<file path="config.mk">
export PLATFORM = sky130hd
export DESIGN_NAME = board_keeper
export DESIGN_NICKNAME = d
export VERILOG_FILES = /design/src/rtl/game_pkg.sv /design/src/rtl/move_check.sv /design/src/rtl/board_keeper.sv
export SDC_FILE = /design/constraint.sdc
export NUM_CORES = 1
export LEC_CHECK = 0
export ABC_AREA = 1
export CORE_ASPECT_RATIO = 0.9
export CORE_MARGIN = 3
export CORE_UTILIZATION = 39
export CTS_CLUSTER_DIAMETER = 150
export DETAILED_ROUTE_END_ITERATION = 6
export PLACE_DENSITY = 0.8
export SYNTH_ARGS = -nofsm -noshare
export SYNTH_HDL_FRONTEND = slang
export SYNTH_SLANG_ARGS = --single-unit
export TNS_END_PERCENT = 30
</file>
<file path="constraint.sdc">
create_clock -name clk_in -period 1.5 [get_ports clk_in]
set_input_delay 0.15 -clock clk_in [delete_from_list [all_inputs] [get_ports clk_in]]
set_output_delay 0.15 -clock clk_in [all_outputs]
set_load 0.05 [all_outputs]
</file>
<file path="src/rtl/game_pkg.sv">
// Stone/state types and preset board generator for the board keeper.
// GAME_MOVE_APPLY_EN adds the move-check and move-write states.
package game_pkg;

  typedef enum logic [1:0] {
    EMPTY = 2'b00,
    BLACK = 2'b01,
    WHITE = 2'b10
  } stone_t;

`ifdef GAME_MOVE_APPLY_EN
  typedef enum logic [1:0] {
    SELF,
    RX_WAIT,
    MOVE_CHK,
    MOVE_WR
  } state_t;
`else
  typedef enum logic {
    SELF,
    RX_WAIT
  } state_t;
`endif

  localparam int MAX_N = 19;

  typedef logic [2*MAX_N*MAX_N-1:0] board_max_t;

  // Cell (r,c) occupies bits [2*(r*n+c) +: 2] of a flat board.
  function automatic int cell_lsb(
    input int r,
    input int c,
    input int n
  );
    return 2 * (r * n + c);
  endfunction

  // idx 1 is the corner variant: BLACK on the four corners,
  // WHITE on the centre cell.
  function automatic board_max_t preset_board(
    input int idx,
    input int n
  );
    board_max_t b;
    b = '0;
    case (idx)
      0: begin
        b[cell_lsb(0, 0, n) +: 2]     = WHITE;
        b[cell_lsb(0, 1, n) +: 2]     = BLACK;
        b[cell_lsb(1, 0, n) +: 2]     = BLACK;
        b[cell_lsb(1, 1, n) +: 2]     = BLACK;
        b[cell_lsb(n-2, n-2, n) +: 2] = WHITE;
        b[cell_lsb(n-2, n-1, n) +: 2] = WHITE;
        b[cell_lsb(n-1, n-2, n) +: 2] = WHITE;
        b[cell_lsb(n-1, n-1, n) +: 2] = WHITE;
      end
      1: begin
        b[cell_lsb(0, 0, n) +: 2]       = BLACK;
        b[cell_lsb(0, n-1, n) +: 2]     = BLACK;
        b[cell_lsb(n-1, 0, n) +: 2]     = BLACK;
        b[cell_lsb(n-1, n-1, n) +: 2]   = BLACK;
        b[cell_lsb(n/2, n/2, n) +: 2]   = WHITE;
      end
      default: ;
    endcase
    return b;
  endfunction

endpackage

</file>
<file path="src/rtl/move_check.sv">
// Combinational legality check for a move: in range and target empty.
// Only instantiated when GAME_MOVE_APPLY_EN is defined.
module move_check
  import game_pkg::*;
#(
  parameter  int N   = 9,
  localparam int RCW = $clog2(N)
) (
  input  logic [2*N*N-1:0] board,
  input  logic [RCW-1:0]   row,
  input  logic [RCW-1:0]   col,
  output logic             legal
);

  always_comb begin
    legal = 1'b0;
    if (int'(row) < N && int'(col) < N) begin
      legal = board[cell_lsb(int'(row), int'(col), N) +: 2] == EMPTY;
    end
  end

endmodule

</file>
<file path="src/rtl/board_keeper.sv">
// Board keeper: holds a go board from a preset, a remote source or moves.
// Move handling is compiled in only with GAME_MOVE_APPLY_EN defined.
module board_keeper
  import game_pkg::*;
#(
  parameter  int N           = 9,
  parameter  int NUM_PRESETS = 2,
  localparam int RCW         = $clog2(N),
  localparam int PSW         = (NUM_PRESETS > 1) ? $clog2(NUM_PRESETS) : 1
) (
  input  logic               clk_in,
  input  logic               reset,
  input  logic               comm_sel,
  input  logic [PSW-1:0]     preset_sel,
  input  logic               rx_valid,
  output logic               rx_ready,
  input  logic [2*N*N-1:0]   board_in,
  input  logic               move_valid,
  output logic               move_ready,
  input  logic [RCW-1:0]     move_row,
  input  logic [RCW-1:0]     move_col,
  output logic [2*N*N-1:0]   board,
  output logic               turn,
  output logic               board_update,
  output logic               move_err
);

  localparam int BW = 2 * N * N;

  state_t     state_q;
  state_t     state_d;
  logic [BW-1:0] board_q;
  logic [BW-1:0] board_d;
  logic [BW-1:0] preset;
  board_max_t preset_all;
  logic       upd_q;
  logic       upd_d;
  logic       wrote;
  logic       unused_bits;

  always_comb begin
    preset_all = '0;
    if (int'(preset_sel) < NUM_PRESETS) begin
      preset_all = preset_board(int'(preset_sel), N);
    end
  end

  assign preset      = preset_all[BW-1:0];
  assign unused_bits = ^preset_all;

  assign rx_ready     = state_q == RX_WAIT;
  assign board        = board_q;
  assign board_update = upd_q;

`ifdef GAME_MOVE_APPLY_EN
  logic           turn_q;
  logic           turn_d;
  logic           err_q;
  logic           err_d;
  logic           legal;
  logic [RCW-1:0] row_q;
  logic [RCW-1:0] row_d;
  logic [RCW-1:0] col_q;
  logic [RCW-1:0] col_d;

  move_check #(
    .N(N)
  ) u_move_check (
    .board(board_q),
    .row  (row_q),
    .col  (col_q),
    .legal(legal)
  );

  // A remote board offered in the same cycle always beats a move.
  assign move_ready = (state_q == RX_WAIT) && !rx_valid && comm_sel;
  assign turn       = turn_q;
  assign move_err   = err_q;
`else
  logic unused_move;

  assign move_ready  = 1'b0;
  assign turn        = 1'b0;
  assign move_err    = 1'b0;
  assign unused_move = ^{move_valid, move_row, move_col};
`endif

  always_comb begin
    state_d = state_q;
    board_d = board_q;
    wrote   = 1'b0;
`ifdef GAME_MOVE_APPLY_EN
    turn_d  = turn_q;
    err_d   = 1'b0;
    row_d   = row_q;
    col_d   = col_q;
`endif
    unique case (state_q)
      SELF: begin
        board_d = preset;
        if (comm_sel) begin
          state_d = RX_WAIT;
        end
      end
      RX_WAIT: begin
        if (rx_valid) begin
          board_d = board_in;
          wrote   = 1'b1;
        end
        if (!comm_sel) begin
          state_d = SELF;
        end
`ifdef GAME_MOVE_APPLY_EN
        else if (move_valid && move_ready) begin
          row_d   = move_row;
          col_d   = move_col;
          state_d = MOVE_CHK;
        end
`endif
      end
`ifdef GAME_MOVE_APPLY_EN
      MOVE_CHK: begin
        if (legal) begin
          state_d = MOVE_WR;
        end else begin
          err_d   = 1'b1;
          state_d = comm_sel ? RX_WAIT : SELF;
        end
      end
      MOVE_WR: begin
        board_d[cell_lsb(int'(row_q), int'(col_q), N) +: 2] =
          turn_q ? WHITE : BLACK;
        turn_d  = ~turn_q;
        wrote   = 1'b1;
        state_d = comm_sel ? RX_WAIT : SELF;
      end
`endif
      default: state_d = SELF;
    endcase
    // The preset overwrites the board in SELF, so no pulse there.
    upd_d = wrote && (state_d != SELF);
  end

  always_ff @(posedge clk_in or negedge reset) begin
    if (!reset) begin
      state_q <= SELF;
      board_q <= '0;
      upd_q   <= 1'b0;
`ifdef GAME_MOVE_APPLY_EN
      turn_q  <= 1'b0;
      err_q   <= 1'b0;
      row_q   <= '0;
      col_q   <= '0;
`endif
    end else begin
      state_q <= state_d;
      board_q <= board_d;
      upd_q   <= upd_d;
`ifdef GAME_MOVE_APPLY_EN
      turn_q  <= turn_d;
      err_q   <= err_d;
      row_q   <= row_d;
      col_q   <= col_d;
`endif
    end
  end

endmodule

</file>
# Word-level counts from Yosys, hierarchy flattened
# Cells that the tools add are included.
dict set report classes {
  eq_ne 1
  mux 12
  bitwise_logic 2
  reduce_logical 1
}
# operator n
set ops {}
lappend ops {{162-bit one-hot mux with 2 select lines} 1}
lappend ops {{162-bit two-way mux} 1}
lappend ops {{1-bit two-way mux} 5}
lappend ops {{2-bit two-way mux} 2}
lappend ops {{4-bit two-way mux} 1}
lappend ops {{2-bit one-hot mux with 2 select lines} 1}
lappend ops {{3-bit two-way mux} 1}
lappend ops {{2-bit != test (second input constant)} 1}
lappend ops {{1-bit inverter} 2}
lappend ops {{1-bit logical AND} 1}
dict set report totals {
  ff_bits 164
  output_inout_bits 167
}

# Longest topological paths before layout
# Gate-level depths: netlist of the first run.
dict set report depth {
  word_depth 3
  ltp_mapped 7
  ltp_nobuf 4
}

# Worst setup path after synthesis of the first run
# Ideal clock, no wire load.
dict set report synth_timing {
  path_type {register to register}
  start {register state_q (netlist: rx_ready)}
  end {register board_q[100] (netlist: board[100])}
  setup_time_ns 0.065
  t_arrival_ns 1.411
  t_required_ns 1.435
  slack_ns 0.024
  path_stages_with_launch 8
  cell_sequence {dfrtp_1 -> buf_4 -> inv_2 -> nor2_4 -> buf_4 -> buf_4 -> nand2_1 -> nand2_1}
}
dict set report synth_between {
  elab_chain_len 2
  elab_cells_between_ends 3
}
# element line
set synth_rtl {}
lappend synth_rtl {{start, declared} board_keeper.sv:30} ;# state_t state_q;
lappend synth_rtl {{start signal, assigned} board_keeper.sv:156} ;# state_q <= state_d;
lappend synth_rtl {{1-bit inverter} -}
lappend synth_rtl {{162-bit one-hot mux with 2 select lines} board_keeper.sv:98} ;# unique case (state_q)
lappend synth_rtl {{end signal, assigned} board_keeper.sv:157} ;# board_q <= board_d;
lappend synth_rtl {{end, declared} board_keeper.sv:32} ;# logic [BW-1:0] board_q;
# Several ways; a longest one is shown, not always the timed one.
# A chain may end at the register's enable or synchronous reset.

# Final worst setup path of the first run
dict set report layout_timing {
  start {register state_q (netlist: rx_ready)}
  end {output port rx_ready}
}
# element line
set layout_lines {}
lappend layout_lines {{end, declared} board_keeper.sv:16} ;# output logic rx_ready,
# No word-level cell between the ends.

==> results of run 1 <==
placed cells by master (no fill, tap or decap), types with 2 or more instances in the layout:
| cell type | instances |
|---|---|
| inv_8 | 2 |
| nand2_1 | 450 |
| inv_1 | 3 |
| buf_4 | 176 |
| clkbuf_8 | 2 |
| inv_6 | 3 |
| buf_12 | 14 |
| clkdlybuf4s50_1 | 165 |
| clkinvlp_4 | 5 |
| clkbuf_16 | 17 |
| dfrtp_1 | 164 |
| conb_1 | 3 |
| nand3_1 | 39 |
registers in the layout (all words and copies together), names as in the netlist:
name / count
board: 162
rx_ready: 1
board_update: 1
cells by family after synthesis:
family / share of synthesized area
flops: 0.651
simple gates: 0.301
other cells: 0.000595
buf+inv: 0.0472
Yosys cell counts:
library cell and instances:
clkbuf_1 3, dfrtp_1 164, nand2_1 450, buf_4 31, inv_1 3, conb_1 1
inv_2 2, nor2_1 1, nor2_4 1, nand3_1 39, buf_2 7
where the power goes:
| part | internal (uW) | switching, uW | total (uW) | leakage (uW) |
|---|---|---|---|---|
| Combinational | 916 | 1540 | 2460 | 0.00306 |
| Clock | 2410 | 1830 | 4230 | 0.000270 |
| Sequential | 4680 | 149 | 4830 | 0.00216 |
| Total | 8010 | 3510 | 11500 | 0.00549 |
final timing paths:
path / endpoint / slack, ns / depth (start not counted)
max reg2reg: board[44]$_DFFE_PN0P_ / 0.30 / 5
min reg2reg: board[51]$_DFFE_PN0P_ / 0.47 / 2
min: board[161]$_DFFE_PN0P_ / 0.17 / 2
min in group clk_in: rx_ready$_DFF_PN0_ / 0.21 / 1
max: rx_ready / 0.09 / 2
max in group asynchronous: board[60]$_DFFE_PN0P_ / 0.71 / 3
worst register-to-register path, delay by kind of cell, from the launching register on:
family                 cells  cell delay (ns)
buffers and inverters      2             0.36
DFF                        1             0.41
and+or+nand+nor            3             0.38
routing by layer:
| layer | GRT usage | wire length [um] | vias up |
|---|---|---|---|
| met5 | 0 | 0 | - |
| met4 | 0.0803 | 422 | 0 |
| met3 | 0.0746 | 1720 | 28 |
| met2 | 0.354 | 9270 | 235 |
| met1 | 0.249 | 7250 | 2633 |
| li1 | - | - | 2799 |
per-stage QoR:
stage	power (uW)	setup TNS, ns	worst slack (ns)	hold WS [ns]
after floorplan	6220	0	0.0239	-0.146
after global placement	7350	0	0.0264	0.0348
after detailed placement	7390	-0.167	-0.0300	0.0332
after CTS	11600	0	0.0745	0.144
after global routing	11900	0	0.000172	0.185
final	11500	0	0.0924	0.168
final cells by class:
cell class                 instances  area, um2
clock inverter                    12        121
antenna                            1       2.50
inverter                           5       21.3
tap                              202        253
multi-input combinational        494       1910
timing repair buffer             357       3270
sequential                       164       4100
clock buffer                      20        457
fill                            1262       5460
==> flow_metrics.env, run 1 <==
export IMPL_run_status="finished, final reports clean"
export IMPL_cts_buffers=17
export IMPL_via_count_of_the_first_global_routing_pass=5770
export IMPL_worst_clock_skew_ns=0.0114
export IMPL_dpl_instance_area_um2=9550
export IMPL_synth_lib_cells_used_distinct=11
export IMPL_critical_path_fanout_max=19
export IMPL_timing_final_crit_share=0.938
export IMPL_timing_hold_violations_final=0
export IMPL_crit_path_end_kind="output port"
export IMPL_cap_viol_max_count=0
export IMPL_worstReg2RegStart="rx_ready$_DFF_PN0_"
export IMPL_netlist_area_leader_share=0.651
export IMPL_pwr_density_cell_nw_per_um2=1140
export IMPL_clock_latency_late_sink_ns=0.42
export IMPL_chipWidth_um=140
export IMPL_drt_wirelength_per_cell_um=14.9
export IMPL_clock_tree_from_tritoncts="built"
export IMPL_post_route_util=0.650
export IMPL_critPathArrivalTime_ns=1.26
export IMPL_cts_htree_levels=4
export IMPL_place_hpwl_mm=14.1
export IMPL_vias=5695
export IMPL_crit_family="buffers and inverters"
export IMPL_required_ns=1.35
export IMPL_synth_cells=702
export IMPL_cell_chosen_for_the_clock_root="clkbuf_16"
export IMPL_worstSetupStartpointType="flop"
export IMPL_coreArea_um2=15600
export IMPL_postSynthAreaPerCell_um2=8.98
export IMPL_cp_buffers_inverters=2
export IMPL_drt_pass1_iter_count=4
export IMPL_grt_total_usage=0.210
export IMPL_grt_setup_unrepaired="false"
export IMPL_cts_clock_pin_slew_for_the_worst_setup_and_hold_paths_ns=0.07
export IMPL_die_height_um=127
export IMPL_leakage_uw=0.00549
export IMPL_synthToLayoutAreaGrowth_pct=60.9
export IMPL_cts_repair_resize_count=0
export IMPL_die_area_um2=17700
export IMPL_grt_antenna_before_repair=0
export IMPL_cpPeakStageDelay_ns=0.41
export IMPL_drive_above_1_share=0.214
export IMPL_crit_path_top_delay_cell="dfrtp_1"
export IMPL_timing_final_setup_violations=0
export IMPL_timing_hold_worst_class="in -> async"
export IMPL_drc=0
export IMPL_final_cell_count_no_fill=1255
export IMPL_post_cts_setup_buffers=0
export IMPL_grt_overflow_total=0
export IMPL_report_final_slew_viol_count=0
export IMPL_post_synth_instance_area_um2=6300
export IMPL_fmax_mhz=710
export IMPL_cp_cell_sequence="buf_4 > buf_12"
export IMPL_pin_count_of_the_biggest_net_entering_global_routing=65
export IMPL_ys_seq_area_frac=0.651
export IMPL_grt_first_pass_wirelength_mm=29.7
export IMPL_post_route_cell_area_um2=10100
export IMPL_postCtsHoldBufs=1
export IMPL_post_synth_top_area_cell="dfrtp_1"
export IMPL_antenna_left=0
export IMPL_dp_cells=1221
export IMPL_place_congestion=0.792
export IMPL_vdd_ir_drop_worst_mv=0.804
export IMPL_synth_area_top_cells="dfrtp_1 65%, nand2_1 27%, buf_4 3.7%, nand3_1 3.1%, buf_2 0.56%"
export IMPL_floorplan_initialDensity=0.404
export IMPL_final_min_clock_period_ns=1.41
export IMPL_numPortBuffers=330
export IMPL_clock_sinks=164
export IMPL_worst_setup_path_type="reg -> out"
export IMPL_routed_wirelength_mm=18.7
export IMPL_std_cell_rows=43
export IMPL_synth_ff_latch_count=164
export IMPL_synthesis_yosys_warnings=0
export IMPL_drt_initial_drc_count=289
export IMPL_final_nets=1215
export IMPL_number_of_top_level_pins=343
export IMPL_critPathLaunch="rx_ready$_DFF_PN0_"
export IMPL_ctsLongestPathBuffers=2
export IMPL_routed_via_density=4.54
Note: power is estimated with default switching activity, not from simulation.
==> run 2, diff against run 1 <==
Settings changed: HOLD_SLACK_MARGIN set to 0.05.
==> results of run 2 <==
The final DEF is identical to that of run 1; final timing and power are the same.
